--- src/rtl/bus_slave_if.sv ---
// Bus responder front end: accepts a strobed access when selected, inserts wait
// states, runs a req/ack handshake to the local device and returns a one-cycle rdy_.
module bus_slave_if #(
  parameter int ADDR_W      = 30,
  parameter int DATA_W      = 32,
  parameter int WAIT_CYCLES = 0,
  parameter int TIMEOUT     = 255
) (
  input  logic              clk,
  input  logic              rst,
  input  logic              bus_cs_,
  input  logic              bus_as_,
  input  logic              bus_rw,
  input  logic [ADDR_W-1:0] bus_addr,
  input  logic [DATA_W-1:0] bus_wr_data,
  output logic [DATA_W-1:0] bus_rd_data,
  output logic              bus_rdy_,
  output logic              dev_req,
  output logic              dev_rw,
  output logic [ADDR_W-1:0] dev_addr,
  output logic [DATA_W-1:0] dev_wr_data,
  input  logic [DATA_W-1:0] dev_rd_data,
  input  logic              dev_ack,
  input  logic              err_clr,
  output logic              err,
  output logic [1:0]        state_dbg
);

  localparam int TO_W = (TIMEOUT < 2) ? 1 : $clog2(TIMEOUT);
  localparam logic [TO_W-1:0] TO_LAST = TO_W'(TIMEOUT - 1);
  localparam bit TO_EN = (TIMEOUT != 0);

  typedef enum logic [1:0] {
    S_IDLE = 2'd0,
    S_WAIT = 2'd1,
    S_REQ  = 2'd2,
    S_RDY  = 2'd3
  } state_t;

  state_t          state;
  logic [3:0]      wait_cnt;
  logic [TO_W-1:0] to_cnt;

  assign state_dbg = state;

  // Handshakes: the bus side is a one-cycle as_ strobe answered by a one-cycle
  // rdy_ pulse; the device side holds dev_req and dev_* stable until dev_ack=1 is
  // sampled on a clock edge, and dev_req drops on the edge after that.
  always_ff @(posedge clk or negedge rst) begin
    if (!rst) begin
      state       <= S_IDLE;
      bus_rdy_    <= 1'b1;
      bus_rd_data <= '0;
      dev_req     <= 1'b0;
      dev_rw      <= 1'b1;
      dev_addr    <= '0;
      dev_wr_data <= '0;
      err         <= 1'b0;
      wait_cnt    <= '0;
      to_cnt      <= '0;
    end else begin
      // A timeout in the same cycle overrides this clear further down.
      if (err_clr) err <= 1'b0;
      case (state)
        S_IDLE: begin
          if (!bus_as_ && !bus_cs_) begin
            dev_addr    <= bus_addr;
            dev_rw      <= bus_rw;
            dev_wr_data <= bus_wr_data;
            if (WAIT_CYCLES == 0) begin
              dev_req <= 1'b1;
              state   <= S_REQ;
            end else begin
              wait_cnt <= 4'(WAIT_CYCLES);
              state    <= S_WAIT;
            end
          end
        end
        S_WAIT: begin
          wait_cnt <= wait_cnt - 4'd1;
          if (wait_cnt == 4'd1) begin
            dev_req <= 1'b1;
            state   <= S_REQ;
          end
        end
        S_REQ: begin
          if (dev_ack) begin
            bus_rd_data <= dev_rw ? dev_rd_data : '0;
            dev_req     <= 1'b0;
            bus_rdy_    <= 1'b0;
            to_cnt      <= '0;
            state       <= S_RDY;
          end else if (TO_EN && (to_cnt == TO_LAST)) begin
            bus_rd_data <= '0;
            err         <= 1'b1;
            dev_req     <= 1'b0;
            bus_rdy_    <= 1'b0;
            to_cnt      <= '0;
            state       <= S_RDY;
          end else begin
            to_cnt <= to_cnt + 1'b1;
          end
        end
        S_RDY: begin
          bus_rdy_    <= 1'b1;
          bus_rd_data <= '0;
          state       <= S_IDLE;
        end
        default: state <= S_IDLE;
      endcase
    end
  end

endmodule

--- config.mk ---
export PLATFORM = sky130hd
export DESIGN_NAME = bus_slave_if
export DESIGN_NICKNAME = d
export VERILOG_FILES = /design/src/rtl/bus_slave_if.sv
export SDC_FILE = /design/constraint.sdc
export NUM_CORES = 1
export LEC_CHECK = 0
export BUFFER_PORTS_ARGS = -buffer_cell sky130_fd_sc_hd__buf_2
export CORE_UTILIZATION = 48
export DETAILED_ROUTE_END_ITERATION = 10
export PLACE_DENSITY = 0.83
export SLEW_MARGIN = 0
export SYNTH_ARGS = -nofsm -noshare
export SYNTH_HDL_FRONTEND = slang
export SYNTH_SLANG_ARGS = --single-unit
--- constraint.sdc ---
create_clock -name clk -period 2.2 [get_ports clk]
set_input_delay 0.11 -clock clk [delete_from_list [all_inputs] [get_ports clk]]
set_output_delay 0.11 -clock clk [all_outputs]
set_load 0.1 [all_outputs]
# Word level (Yosys, flattened, before mapping)
# Index checks and enable logic that the tools add are counted.
# totals
output_inout_bits	100
word_cells	51
in_bits	101
ff_bits	112
# classes
eq_ne	8
mux	21
n_reduce_logical	10
add_sub_neg	2
# ops
operator	count
two-way mux 32 bit	3
case mux 32 bit (2 select lines)	1
two-way mux 8 bit	2
adder 8 x 1 -> 8 bit, second input constant	1
equality test 8 bit, second input constant	1
two-way mux 1 bit	8
two-way mux 2 bit	4
case mux 2 bit (4 select lines)	1
equality test 2 bit, second input constant	2
equality test 4 x 1 -> 1 bit, second input constant	1
inequality test 2 bit, second input constant	2
AND reduction 2 bit	2
AND reduction 4 bit	1
subtractor 4 x 1 -> 4 bit, second input constant	1
inequality test 3 bit, second input constant	1
case mux 1 bit (3 select lines)	1
AND reduction 3 bit	1
nonzero test 3 bit	1
equality test 2 x 1 -> 1 bit, second input constant	1
zero test 1 bit	2
zero test 2 bit	1
case mux 1 bit (2 select lines)	1
nonzero test 2 bit	1
logical AND 1 bit	1

# Logic depth before layout (Yosys ltp)
# depth
word_depth	4
mapped_depth	8
depth_no_buf	6

# Worst setup path after synthesis
# No wires, ideal clock.
# synth_timing
path_kind	register to register
from	reg state[1], in the netlist state_dbg[1]
to	reg bus_rd_data[0]
t_arrival_ns	2.051
setup_slack_ns	0.029
synth_period_minus_slack_ns	2.171
path_stages_with_launch	8
path_buffers	3
path_cell_list	dfrtp_1 -> buf_2 -> nand2_1 -> and3_1 -> clkbuf_1 -> buf_1 -> nand4_1 -> o21ai_2
# synth_via
elab_chain_len	3
elab_cells_between_ends	6
# synth_lines
item	line	text
start: declaration	40	state_t state;
start signal: assignment	51	state <= S_IDLE;
start signal: assignment	72	state <= S_REQ;
start signal: assignment	75	state <= S_WAIT;
equality test 2 bit	64	case (state)
inequality test 3 bit (no source line) / nonzero test 2 bit (equally long branches)	n/a	
AND reduction 2 bit (no source line)	n/a	
end signal: assignment	88	bus_rd_data <= dev_rw ? dev_rd_data : '0;
end: declaration	16	output logic [DATA_W-1:0] bus_rd_data,
# Parallel ways exist; a longest one is shown, timed or not.
# A chain may end at the register's enable or synchronous reset.

# Final worst setup path
# layout_timing
from	reg to_cnt[0]
to	reg bus_rd_data[31]
# layout_via
elab_chain_len	3
# layout_lines
item	line	text
start: declaration	42	logic [TO_W-1:0] to_cnt;
start signal: assignment	101	to_cnt <= to_cnt + 1'b1;
equality test 8 bit	93	end else if (TO_EN && (to_cnt == TO_LAST)) begin
inequality test 3 bit (no source line)	n/a	
AND reduction 2 bit (no source line)	n/a	
# Every way passes these cells.

==> metrics.txt <==
die area=0.0102 sq mm; post-synthesis xor/xnor area fraction=0.00747; fin crit period=2.05 ns; worst slew pin tran=0.703 ns; post-synthesis compound-gate area fraction=0.0859; Req. time, crit path=2.41 ns; Seq/Total Area, Yosys=0.598; Post-Syn Area=0.00469 sq mm; vias in the first global route=3930; wire per inst=16.5 um; grt ovf=0; I/O pin cnt=201; mux contribution to synthesized area=0.151; # diodes=0; largest family of logic cells by synthesized area=multiplexers; area of the core=0.00937 sq mm; First-pass DRT Iterations=7; via count=3845; first-pass GRT wire length=19400 um; I/O Buffers=200; Final Slew Violations=0; worst path arrival time=2.26 ns; Root Driver=clkbuf_8; pin count of the biggest net entering global routing=64; largest fanout on the critical path=33; top_reg_cell synth=dfrtp_1; final setup violation count=0; final wirelength=12500 um; CTS tree=done; ys async rst share=1.00; Post-CTS Setup Bufs=0; Area growth, synth to finish=41.1%; CTS resizes=0; layout cell share with drive strength beyond 1=0.501; die width=101 um; Slew Limit Headroom=0.528; Die Y=101 um; placed instance count=677; Antenna Violating Nets Remaining=0; status=finished clean; adder-cell share of the synthesized area=0.0107; synth unique cells=38; Rows=35; Remaining DRCs=0; Clock Latency Late Sink=0.35 ns; H-tree Lvls=3; Mapped Cells=364; final hold violation count=0; RSZ-0062 raised after global routing=no; Syn. warnings=0; Worst-path clk slew=0.11 ns; CP Capture Type=flip-flop; Setup Crit Path Kind=flip-flop to flip-flop; clock tree buffer depth=2; Syn Nets=469; Final Non-Filler Cells=758; worst hold path type=primary input to flip-flop; vias per cell=5.07; TNS Setup=0 ns; max cap viols=0; Post-synth EDFFs=0; Worst Clk Skew=0.0130 ns; GPL Wtd Cong=0.816; Tcrit/Tclk final=0.931; CTS buffer count=9; fin nets=729; FMAX=0.488 GHz; dpl hpwl=7460 um; Post-Synth Simple-Gate Area=0.0862; CTS Sinks=112; Initial Utilization=0.501; Total GRT Usage=0.249; CP Launch Type=flip-flop; hold-fix buffer count after cts=65; initial antenna violation count=0; Syn Area/Cell=12.9 sq um; Seq cells post-synth=112; first-iteration detailed-routing DRC count=88
## cells by family after synthesis
group                    Yosys count
XOR/XNOR                           4
adder cells (fa/ha/maj)            4
buffers and inverters             61
multiplexers                      63
AND/OR/NAND/NOR                   68
AO/OA/AOI/OAI                     52
flip-flops                       112
## final timing paths
check	slack, ns	end	startpoint	cells after the start
max in group asynchronous	1.15	dev_addr[3]	rst	3
hold / removal	0.02	bus_rd_data[25]	dev_rd_data[25]	3
setup / recovery	0.15	bus_rd_data[31]	to_cnt[0]	6
min in group asynchronous	0.26	bus_rd_data[10]	rst	2
setup reg to reg	0.15	bus_rd_data[31]	to_cnt[0]	6
hold reg to reg	0.49	wait_cnt[3]	wait_cnt[3]	1
## cells in the mapped netlist (2+ instances only)
library cell	instances	area, sq um
nand3_1	6	30.0
buf_6	6	67.6
mux2_1	5	56.3
buf_2	8	40.0
buf_1	4	15.0
o21ai_2	30	263
xnor2_1	3	26.3
dfrtp_1	110	2750
nor2b_1	2	12.5
dfstp_2	2	52.6
inv_1	38	143
a21oi_1	5	25.0
a211o_1	2	17.5
ha_1	4	50.1
mux2_2	58	653
nand4_1	32	200
o21ai_0	8	40.0
o21a_1	2	15.0
or3_1	2	12.5
clkbuf_1	5	18.8
and3_1	2	12.5
nand2_1	12	45.0
nor3_1	3	15.0
## worst max-delay path: stages, from the launching register on
cell and delay [ns]:
dfrtp_1 0.45, inv_1 0.09, ha_1 0.14, and3_1 0.20, a211o_1 0.31, and2_4 0.55, o21ai_0 0.14
## sequential cells by signal, indices dropped and copies added (netlist names)
signal / flops
bus_rdy_: 1
state_dbg: 2
dev_rw: 1
dev_wr_data: 32
wait_cnt: 4
to_cnt: 8
err: 1
bus_rd_data: 32
dev_req: 1
dev_addr: 30
## final cells by class
class                           instances  area, sq um
Clock inverter                          5         43.8
Fill cell                             657         2750
Tap cell                              129          161
Multi-Input combinational cell        191         1600
Sequential cell                       112         2810
Inverter                               38          143
Clock buffer                           11          131
Timing Repair Buffer                  272         1730
## metrics by stage
| step | instance area (sq um) | setup WS (ns) | hold slack [ns] | util |
|---|---|---|---|---|
| floorplan | 4690 | 0.0287 | -0.186 | - |
| global placement | 5790 | 0.303 | 0.125 | 0.618 |
| detailed placement | 5790 | 0.168 | 0.130 | 0.618 |
| CTS | 6620 | 0.150 | 0.00237 | 0.706 |
| global route | 6620 | 0.00335 | 0.00141 | 0.706 |
| finish | 6620 | 0.152 | 0.0184 | 0.706 |
## layer usage
layer	wire length, um	GRT usage	up-vias
met5	0	0	-
met4	338	0.0970	0
met3	1030	0.0631	29
met2	6140	0.430	176
met1	5000	0.300	1863
li1	-	-	1777
## placed cells by master (no fill, tap or decap), types with 2 or more instances in the layout
| master | Yosys | layout |
|---|---|---|
| a211o_1 | 2 | 2 |
| a21oi_1 | 5 | 5 |
| and3_1 | 2 | 2 |
| buf_12 | 0 | 2 |
| buf_2 | 8 | 199 |
| buf_4 | 0 | 6 |
| clkbuf_1 | 5 | 2 |
| clkbuf_8 | 0 | 9 |
| clkinv_4 | 0 | 2 |
| clkinvlp_4 | 0 | 2 |
| dfrtp_1 | 110 | 110 |
| dfstp_2 | 2 | 2 |
| dlygate4sd3_1 | 0 | 65 |
| ha_1 | 4 | 4 |
| inv_1 | 38 | 38 |
| mux2_1 | 5 | 5 |
| mux2_2 | 58 | 58 |
| nand2_1 | 12 | 12 |
| nand3_1 | 6 | 6 |
| nand4_1 | 32 | 32 |
| nor2b_1 | 2 | 2 |
| nor3_1 | 3 | 3 |
| o21a_1 | 2 | 2 |
| o21ai_0 | 8 | 8 |
| o21ai_2 | 30 | 30 |
| or3_1 | 2 | 2 |
| xnor2_1 | 3 | 3 |
Power is not shown: default switching activity piles up to over one toggle a cycle in this logic, so the estimate is an artifact.
